`config.mk`:
```
export PLATFORM = sky130hd
export DESIGN_NAME = ahb_bus_arbiter_flat
export DESIGN_NICKNAME = d
export VERILOG_FILES = /design/src/rtl/ahb_bus_arbiter_if.sv /design/src/rtl/ahb_bus_arbiter.sv /design/src/flat_wrapper.sv
export SDC_FILE = /design/constraint.sdc
export NUM_CORES = 1
export LEC_CHECK = 0
export CORE_MARGIN = 10
export CORE_UTILIZATION = 35
export CTS_CLUSTER_SIZE = 12
export DETAILED_ROUTE_END_ITERATION = 12
export GPL_TIMING_DRIVEN = 0
export SYNTH_ARGS = -nofsm -noshare
export SYNTH_HDL_FRONTEND = slang
export SYNTH_SLANG_ARGS = --single-unit
```
`constraint.sdc`:
```
create_clock -name HCLK -period 3.8 [get_ports HCLK]
set_input_delay 0.57 -clock HCLK [delete_from_list [all_inputs] [get_ports HCLK]]
set_output_delay 0.57 -clock HCLK [all_outputs]
set_load 0.01 [all_outputs]
```
`src/rtl/ahb_bus_arbiter_if.sv`:
```
// AHB arbiter bus bundle: per-master request/lock/split lines, muxed transfer
// status, and the grant/owner outputs. The arbiter uses the slave modport.
interface ahb_bus_arbiter_if #(
    parameter int N_MASTERS = 4
);
    logic [N_MASTERS-1:0] HBUSREQ;
    logic [N_MASTERS-1:0] HLOCK;
    logic [1:0]           HTRANS;
    logic [2:0]           HBURST;
    logic                 HREADY;
    logic [1:0]           HRESP;
    logic [N_MASTERS-1:0] HSPLIT;
    logic [N_MASTERS-1:0] HGRANT;
    logic [3:0]           HMASTER;
    logic                 HMASTLOCK;

    modport slave (
        input  HBUSREQ, HLOCK, HTRANS, HBURST, HREADY, HRESP, HSPLIT,
        output HGRANT, HMASTER, HMASTLOCK
    );

    modport master (
        output HBUSREQ, HLOCK, HTRANS, HBURST, HREADY, HRESP, HSPLIT,
        input  HGRANT, HMASTER, HMASTLOCK
    );
endinterface

```
`src/rtl/ahb_bus_arbiter.sv`:
```
// Multi-master AHB arbiter with burst, lock and SPLIT/RETRY tracking.
// Define AHB_ARB_FIXED_PRIO_EN for fixed lowest-index priority instead of round-robin.
module ahb_bus_arbiter #(
    parameter int N_MASTERS  = 4,
    parameter int DEF_MASTER = 0
) (
    input  logic             HCLK,
    input  logic             HRESET,
    ahb_bus_arbiter_if.slave bus
);
    localparam int IW = 4;
    localparam logic [IW-1:0]        DEF_IDX    = IW'(DEF_MASTER);
    localparam logic [N_MASTERS-1:0] DEF_ONEHOT = N_MASTERS'(1'b1) << DEF_MASTER;

    localparam logic [1:0] TR_IDLE    = 2'b00;
    localparam logic [1:0] TR_NONSEQ  = 2'b10;
    localparam logic [1:0] TR_SEQ     = 2'b11;
    localparam logic [1:0] RESP_OKAY  = 2'b00;
    localparam logic [1:0] RESP_SPLIT = 2'b11;

    function automatic logic [IW-1:0] onehot_to_idx(input logic [N_MASTERS-1:0] oh);
        logic [IW-1:0] idx;
        idx = {IW{1'b0}};
        for (int k = 0; k < N_MASTERS; k++) begin
            if (oh[k]) idx = idx | IW'(k);
            else       idx = idx;
        end
        return idx;
    endfunction

    function automatic logic [N_MASTERS-1:0] idx_to_onehot(input logic [IW-1:0] idx);
        logic [N_MASTERS-1:0] oh;
        for (int k = 0; k < N_MASTERS; k++) oh[k] = (IW'(k) == idx);
        return oh;
    endfunction

    function automatic logic bit_at(input logic [N_MASTERS-1:0] vec, input logic [IW-1:0] idx);
        logic b;
        b = 1'b0;
        for (int k = 0; k < N_MASTERS; k++) begin
            if (IW'(k) == idx) b = vec[k];
            else               b = b;
        end
        return b;
    endfunction

    function automatic logic [IW-1:0] burst_beats(input logic [2:0] hburst);
        logic [IW-1:0] n;
        case (hburst)
            3'b010, 3'b011: n = 4'd3;
            3'b100, 3'b101: n = 4'd7;
            3'b110, 3'b111: n = 4'd15;
            default:        n = 4'd0;
        endcase
        return n;
    endfunction

    function automatic int wrap_idx(input int s);
        return (s >= N_MASTERS) ? s - N_MASTERS : s;
    endfunction

    logic [N_MASTERS-1:0] r_grant;
    logic [IW-1:0]        r_master;
    logic                 r_mastlock;
    logic [IW-1:0]        r_master_d;
    logic [N_MASTERS-1:0] r_split_mask;
    logic [IW-1:0]        r_beat_cnt;
    logic [IW-1:0]        r_rr_ptr;
    logic                 r_split_rearb;
    logic                 r_resp_seen;

    logic [N_MASTERS-1:0] w_eligible;
    logic [IW-1:0]        w_grant_idx;
    logic                 w_lock_hold;
    logic                 w_beat_ok;
    logic                 w_arb_ok;
    logic                 w_split_first;
    logic [IW-1:0]        w_next_idx;
    logic [IW-1:0]        w_beat_nxt;
    logic [N_MASTERS-1:0] w_mask_nxt;

    assign w_eligible    = bus.HBUSREQ & ~r_split_mask;
    assign w_grant_idx   = onehot_to_idx(r_grant);
    assign w_lock_hold   = r_mastlock & bit_at(bus.HLOCK, r_master);
    // The last SEQ beat's address phase is already an arbitration point.
    assign w_beat_ok     = (r_beat_cnt == 4'd0) | ((r_beat_cnt == 4'd1) & (bus.HTRANS == TR_SEQ));
    assign w_arb_ok      = bus.HREADY & (r_split_rearb | (~w_lock_hold & w_beat_ok));
    assign w_split_first = ~bus.HREADY & (bus.HRESP == RESP_SPLIT) & ~r_resp_seen;

    // Next-owner selection among eligible requesters, DEF_MASTER as fallback.
    always_comb begin
        w_next_idx = DEF_IDX;
`ifdef AHB_ARB_FIXED_PRIO_EN
        for (int k = N_MASTERS - 1; k >= 0; k--) begin
            if (w_eligible[k]) w_next_idx = IW'(k);
            else               w_next_idx = w_next_idx;
        end
`else
        for (int k = N_MASTERS; k >= 1; k--) begin
            if (bit_at(w_eligible, IW'(wrap_idx(int'(r_rr_ptr) + k)))) w_next_idx = IW'(wrap_idx(int'(r_rr_ptr) + k));
            else w_next_idx = w_next_idx;
        end
`endif
    end

    // Remaining-beat counter; any non-OKAY response abandons the burst.
    always_comb begin
        w_beat_nxt = r_beat_cnt;
        if (bus.HRESP != RESP_OKAY) begin
            w_beat_nxt = 4'd0;
        end else if (bus.HREADY) begin
            case (bus.HTRANS)
                TR_NONSEQ: w_beat_nxt = burst_beats(bus.HBURST);
                TR_SEQ:    w_beat_nxt = (r_beat_cnt == 4'd0) ? 4'd0 : r_beat_cnt - 4'd1;
                TR_IDLE:   w_beat_nxt = 4'd0;
                default:   w_beat_nxt = r_beat_cnt;
            endcase
        end else begin
            w_beat_nxt = r_beat_cnt;
        end
    end

    // Split mask: a new SPLIT on a bit beats a simultaneous release of it.
    always_comb begin
        w_mask_nxt = r_split_mask;
        for (int k = 0; k < N_MASTERS; k++) begin
            if (w_split_first && (IW'(k) == r_master_d) && (k != DEF_MASTER)) w_mask_nxt[k] = 1'b1;
            else if (bus.HSPLIT[k])                                             w_mask_nxt[k] = 1'b0;
            else                                                                w_mask_nxt[k] = r_split_mask[k];
        end
    end

    // Arbitration state, grant, and address/data-phase ownership.
    always_ff @(posedge HCLK) begin
        if (HRESET) begin
            r_grant       <= DEF_ONEHOT;
            r_master      <= DEF_IDX;
            r_mastlock    <= 1'b0;
            r_master_d    <= DEF_IDX;
            r_split_mask  <= {N_MASTERS{1'b0}};
            r_beat_cnt    <= 4'd0;
            r_rr_ptr      <= DEF_IDX;
            r_split_rearb <= 1'b0;
            r_resp_seen   <= 1'b0;
        end else begin
            r_split_mask <= w_mask_nxt;
            r_beat_cnt   <= w_beat_nxt;
            r_resp_seen  <= ~bus.HREADY & (bus.HRESP != RESP_OKAY);
            if (w_split_first)   r_split_rearb <= 1'b1;
            else if (bus.HREADY) r_split_rearb <= 1'b0;
            if (w_arb_ok) begin
                r_grant <= idx_to_onehot(w_next_idx);
                if (w_next_idx != w_grant_idx) r_rr_ptr <= w_next_idx;
            end
            if (bus.HREADY) begin
                r_master   <= w_grant_idx;
                r_mastlock <= bit_at(bus.HLOCK, w_grant_idx);
                r_master_d <= r_master;
            end else if (w_split_first) begin
                r_mastlock <= 1'b0;
            end
        end
    end

    assign bus.HGRANT    = r_grant;
    assign bus.HMASTER   = r_master;
    assign bus.HMASTLOCK = r_mastlock;
endmodule

```
`src/flat_wrapper.sv`:
```
// flat-port wrapper written by rule: the top's interface ports become plain ports
module ahb_bus_arbiter_flat 
#(
    parameter int N_MASTERS  = 4,
    parameter int DEF_MASTER = 0
)
  (HCLK, HRESET, bus_HBUSREQ, bus_HLOCK, bus_HTRANS, bus_HBURST, bus_HREADY, bus_HRESP, bus_HSPLIT, bus_HGRANT, bus_HMASTER, bus_HMASTLOCK);
  ahb_bus_arbiter_if #(.N_MASTERS(N_MASTERS)) bus_i ();
  input  logic HCLK;
  input  logic HRESET;
  input wire logic [$bits(bus_i.HBUSREQ)-1:0] bus_HBUSREQ;
  input wire logic [$bits(bus_i.HLOCK)-1:0] bus_HLOCK;
  input wire logic [$bits(bus_i.HTRANS)-1:0] bus_HTRANS;
  input wire logic [$bits(bus_i.HBURST)-1:0] bus_HBURST;
  input wire logic [$bits(bus_i.HREADY)-1:0] bus_HREADY;
  input wire logic [$bits(bus_i.HRESP)-1:0] bus_HRESP;
  input wire logic [$bits(bus_i.HSPLIT)-1:0] bus_HSPLIT;
  output wire logic [$bits(bus_i.HGRANT)-1:0] bus_HGRANT;
  output wire logic [$bits(bus_i.HMASTER)-1:0] bus_HMASTER;
  output wire logic [$bits(bus_i.HMASTLOCK)-1:0] bus_HMASTLOCK;
  assign bus_i.HBUSREQ = bus_HBUSREQ;
  assign bus_i.HLOCK = bus_HLOCK;
  assign bus_i.HTRANS = bus_HTRANS;
  assign bus_i.HBURST = bus_HBURST;
  assign bus_i.HREADY = bus_HREADY;
  assign bus_i.HRESP = bus_HRESP;
  assign bus_i.HSPLIT = bus_HSPLIT;
  assign bus_HGRANT = bus_i.HGRANT;
  assign bus_HMASTER = bus_i.HMASTER;
  assign bus_HMASTLOCK = bus_i.HMASTLOCK;
  ahb_bus_arbiter #(.N_MASTERS(N_MASTERS), .DEF_MASTER(DEF_MASTER)) u_core (.HCLK(HCLK), .HRESET(HRESET), .bus(bus_i));
endmodule
```
Word level (Yosys, flattened, before mapping)

Index checks and enable logic that the tools add are counted.
W data, S select, Z words.

Output and inout port bits: 9
Bits in read-only memories: 0
Bits in latches: 0
Memories: 0
Register bits after elaboration: 26
Input port bits: 22
Bits in writable memories: 0
Logic and storage cells: 145

Multiplexer cells: 48
Shifts and indexed selects: 0
$lt $le $gt $ge: 4
Add/subtract/negate cells: 9
Equality and inequality tests: 35
Bitwise logic cells: 14
Divide/modulo/power cells: 0
Multiply operators: 0
Reduce and logical (&&, ||, !) cells: 24

Operators by type and width:

| cell                  | count |
|---|---|
| $eq A2 B4 Y1 const A  | 16 |
| $mux W4               | 9 |
| $mux W1               | 35 |
| $eq A1 B4 Y1 const A  | 8 |
| $logic_not A4 Y1      | 8 |
| $pmux W4 S3           | 2 |
| $ge A5 B3 Y1 const B  | 4 |
| $sub A4 B4 Y4 const B | 4 |
| $eq A3 B3 Y1 const B  | 4 |
| $add A4 B2 Y5 const B | 2 |
| $reduce_bool A2 Y1    | 5 |
| $reduce_or A2 Y1      | 4 |
| $and A1 B1 Y1         | 7 |
| $eq A2 B2 Y1 const B  | 3 |
| $eq A3 B2 Y1 const B  | 2 |
| $add A4 B1 Y5 const B | 1 |
| $add A4 B3 Y5 const B | 1 |
| $and A4 B4 Y4         | 1 |
| $eq A4 B1 Y1 const B  | 1 |
| $mux W2               | 2 |
| $ne A4 B4 Y1          | 1 |
| $not A4 Y4            | 1 |
| $reduce_and A2 Y1     | 2 |
| $sub A4 B1 Y4 const B | 1 |
| other kinds (5)       | 10 |

Logic depth before layout (Yosys ltp)

Depth in word-level cells: 14
Gate-level depth with buffers: 13
Depth with buffers taken out: 13

Worst setup path before layout

Ideal clock, no wire load.

Path type: flip-flop to flip-flop
Start: reg u_core.r_rr_ptr[1]
End: reg u_core.r_rr_ptr[0]
Period minus slack after synthesis: 3.473 ns
Data arrival time: 3.349 ns
Buffers on the path: 0
Setup time: 0.123 ns
Slack: 0.327 ns
Stages on the path, launching flop included: 14
Required time: 3.677 ns
Path through: dfxtp_1 inv_1 ha_1 a21oi_2 xnor2_1 inv_1 ha_1 and2_1 o32a_1 or2_1 or4_4 a31o_1 a31oi_4 mux2_1

Cells in the longest elaborated chain, start to end: 14
Elaborated cells between the ends (all ways): 54
Classes of those cells: add/sub: 8; order compare: 4; eq/ne: 13; mux: 24; reduce/logical: 5

Ends and longest elaborated chain:

| what                                                 | RTL line               | text |
|---|---|---|
| start, declared                                      | ahb_bus_arbiter.sv:68  | `logic [IW-1:0] r_rr_ptr;` |
| start signal, assigned                               | ahb_bus_arbiter.sv:153 | `if (w_next_idx != w_grant_idx) r_rr_ptr <= w_next_idx;` |
| $add A4 B3 Y5                                        | ahb_bus_arbiter.sv:100 | `if (bit_at(w_eligible, IW'(wrap_idx(int'(r_rr_ptr) + k)))) w_next_idx = IW'(wrap_idx(int'(r_rr_ptr) + k));` |
| $sub A4 B4 Y4 / $ge A5 B3 Y1 (equally long branches) | ahb_bus_arbiter.sv:59  | `return (s >= N_MASTERS) ? s - N_MASTERS : s;` |
| $mux W4                                              | ahb_bus_arbiter.sv:59  |  |
| $logic_not A4 Y1                                     | ahb_bus_arbiter.sv:41  | `if (IW'(k) == idx) b = vec[k];` |
| $mux W1 (4 in series)                                | ahb_bus_arbiter.sv:41  |  |
| $mux W4 (3 in series)                                | ahb_bus_arbiter.sv:100 |  |
| $mux W4 (*)                                          | ahb_bus_arbiter.sv:100 |  |
| $ne A4 B4 Y1                                         | ahb_bus_arbiter.sv:153 |  |
| $reduce_and A2 Y1 (no source line)                   | n/a                    |  |

Every way passes the cells marked *; elsewhere a longest branch is shown, timed or not.
A chain may end at the register's enable or synchronous reset.

Worst setup path after layout

Same ends and word-level chain as after synthesis.

==> impl_metrics.ini <==
[setup_path]
crit_arrival_ns = 3.74
critPathMaxFanout = 7
r2r-end = u_core.r_rr_ptr[0]
critical_path_class = register to register
crit_path_end_kind = register
start_kind = register
rr_startpoint = u_core.r_rr_ptr[1]
r2r_cells = 13
regToRegSetupSlack_ns = 0.21
cp_data_required_time_ns = 3.95

[power]
p_per_area_nw_per_um2 = 603.6
p_leak_nw = 0.8550
peakVddDrop_v = 0.0003005

[floorplanning]
die_y_um = 91.82
core_um2 = 5042
fp-row-count = 26
die_area_um2 = 8431
initial_core_util_pct = 35.81
die-width_um = 91.82
io_pins = 31

[sta]
setup-violations-final = 0
finalCritPeriodShare_pct = 94.38
setup_tns_ns = 0
drv_slew = 0
rsz0062_at_grt = false
setup_ws_ns = 0.2137
hold_viol = 0
max-slew-margin-rel_pct = 38.66
worstMarginPinSlew_ns = 0.9077
fin_worst_skew_ns = 0.006330
final.min_clock_period_ns = 3.586
clock.fmax_mhz = 278.8

[finish]
drive_gt1_share_pct = 10.63
area_growth_pct = 25.71
final_cells = 324
design_area_um2 = 2270
fillers = 513
final_cell_mix = clkdlybuf4s50_1, nor2_1, dfxtp_1, ha_1, a21oi_1
diodes = 0
mostFrequentLayoutCell = clkdlybuf4s50_1
fin_nets = 295

[synthesis]
syn-mean-instance-area_um2 = 8.244
synth_cell_types = 58
yosys_warnings = 0
yosysSeqAreaShare_pct = 24.39
ys_dominant_reg_cell = dfxtp_1
synthesis.area_um2 = 1805
synthCells = 219
synth-seq-cells = 22
synthArstFlopShare_pct = 0
synth-edff-count = 0

[clock_network]
clk_latency_ns = 0.27
cts_buffers = 3
clk_pin_slew_ns = 0.09
cts-root-buf = clkbuf_8
holdBufCountCts = 0
clockBufferDepth = 2
cts_tree = done
cts.sink_count = 22
htree_levels = 1

[routing]
dr.pass1.iters = 4
drc = 0
wirelength_um = 4467
detail_route.iter0.violations = 87
dr_total_vias = 1705
via_per_inst = 5.262
wire_per_inst_um = 13.79
drtAntennaViolNets = 0

[place]
place_ws_ns = -0.08994
gp_congestion = 0.8341
dp_hpwl_um = 3476
dpl_cell_area_um2 = 2147
placedCellCount = 315
numPortBuffers = 25

[min_path]
worstHoldPathCells = 2
holdPathEnd = u_core.r_split_mask[2]
worstHoldStart = u_core.r_split_mask[2]
worstHoldPathType = register to register

[grt]
grt_overflow = 0
grt_pass1_vias = 1593
grt_pass1_wl_um = 7479
grtUsageTotal_pct = 10.37
grt_max_degree = 14
antenna_found_initial = 0

[run]
max_cap_violations = 0

[run_status]
status = complete, no violations
[area by class of cell]
cell class / instances / area, um^2 / share of cell area (%)
clock inverters: 1 / 30.03 / 1.323
clock buffers: 3 / 41.29 / 1.819
plain buffers: 7 / 36.28 / 1.599
well taps: 70 / 87.58 / 3.859
multi-input cells: 179 / 1290 / 56.84
flip-flops and latches: 22 / 447.9 / 19.74
repair buffers: 30 / 287.8 / 12.68
inverters: 12 / 48.80 / 2.150
[routing by layer]
metal  up-vias  part of all wire, %  global-route usage, %
met5         -                    0                      0
met4         0                  1.1                  3.213
met3         4                  4.9                  2.119
met2        37                   44                  16.53
met1       784                   50                  13.69
li1        880                    -                      -
[power by group]
part	switching [mW]	internal (mW)	leakage (nW)
Clock	0.0799	0.141	0.0357
Combinational	0.447	0.382	0.639
Sequential	0.0516	0.269	0.181
Total	0.579	0.791	0.855
[cell usage after synthesis, types with 3 or more instances]
cell      instances  area [um^2]
nand2_1          11        41.29
nand2b_1          5        31.28
nor2_1           24        90.09
inv_1            12        45.04
o21ai_0          11        55.05
dfxtp_1          22        440.4
ha_1             18        225.2
a22oi_1           6        45.04
o211ai_1          5        37.54
nor3_1            8        40.04
nor4bb_1          3        30.03
a21oi_1          13        65.06
nand3b_1          6        45.04
a211oi_1          5        37.54
nand3_1           5        25.02
nor2b_1           6        37.54
xnor2_1           4        35.03
[state kept, by name, summed over array words and instances, names as in the netlist, 2 cells and up]
signal and count:
u_core.bus.HGRANT 4, u_core.r_beat_cnt 4, u_core.r_rr_ptr 4, u_core.r_split_mask 3, u_core.bus.HMASTER 2, u_core.r_master_d 2
[worst max-delay path, stage by stage, from the launching register on]
cell and delay [ns]:
dfxtp_4 0.40, clkinvlp_4 0.15, ha_1 0.23, a21oi_2 0.14, xnor2_1 0.17, inv_1 0.07, ha_1 0.17, and2_1 0.13
o32a_1 0.38, or2_1 0.28, or4_4 0.55, a31o_1 0.25, a31oi_4 0.22, mux2_1 0.33
[cells by family (layout without fill, tap and decap cells)]
logic type / count (synthesis) / in the layout / synth area share, %
flops: 22 / 22 / 24.39
simple gates: 86 / 86 / 26.20
compound gates: 60 / 60 / 23.84
xor+xnor: 6 / 6 / 2.911
buf+inv: 19 / 53 / 4.504
other cells: 1 / 2 / 0.2077
fa+ha+maj: 18 / 18 / 12.47
mux: 7 / 7 / 5.474
[through the flow]
| step | total power [mW] | util (%) | hold WS, ns |
|---|---|---|---|
| global route | 1.487 | 45.01 | 0.5458 |
| floorplan | 0.9163 | - | 0.4449 |
| CTS | 1.346 | 44.04 | 0.4906 |
| finish | 1.370 | 45.01 | 0.4881 |
| global placement | 1.114 | 42.58 | 0.4722 |
| detailed placement | 1.117 | 42.58 | 0.4756 |
[what timing repair did]
action | 4_1_cts | 5_1_grt
resized for setup | 2 | 4
setup buffers | 0 | 5
endpoints found under the setup margin | 2 | 2
[worst max-delay path by stage]
stage,slack [ns],endpoint,start,cells past startpoint
after CTS,0.09,u_core.r_rr_ptr[0],u_core.r_rr_ptr[1],13
after global placement,-0.04,u_core.r_rr_ptr[3],u_core.r_rr_ptr[1],13
after global routing,0.01,u_core.r_rr_ptr[3],u_core.r_rr_ptr[2],12
final,0.21,u_core.r_rr_ptr[0],u_core.r_rr_ptr[1],13
after floorplan,0.33,u_core.r_rr_ptr[0],u_core.r_rr_ptr[1],13
after detailed placement,-0.09,u_core.r_rr_ptr[0],u_core.r_rr_ptr[1],13
(Power assumes the default switching activity.)
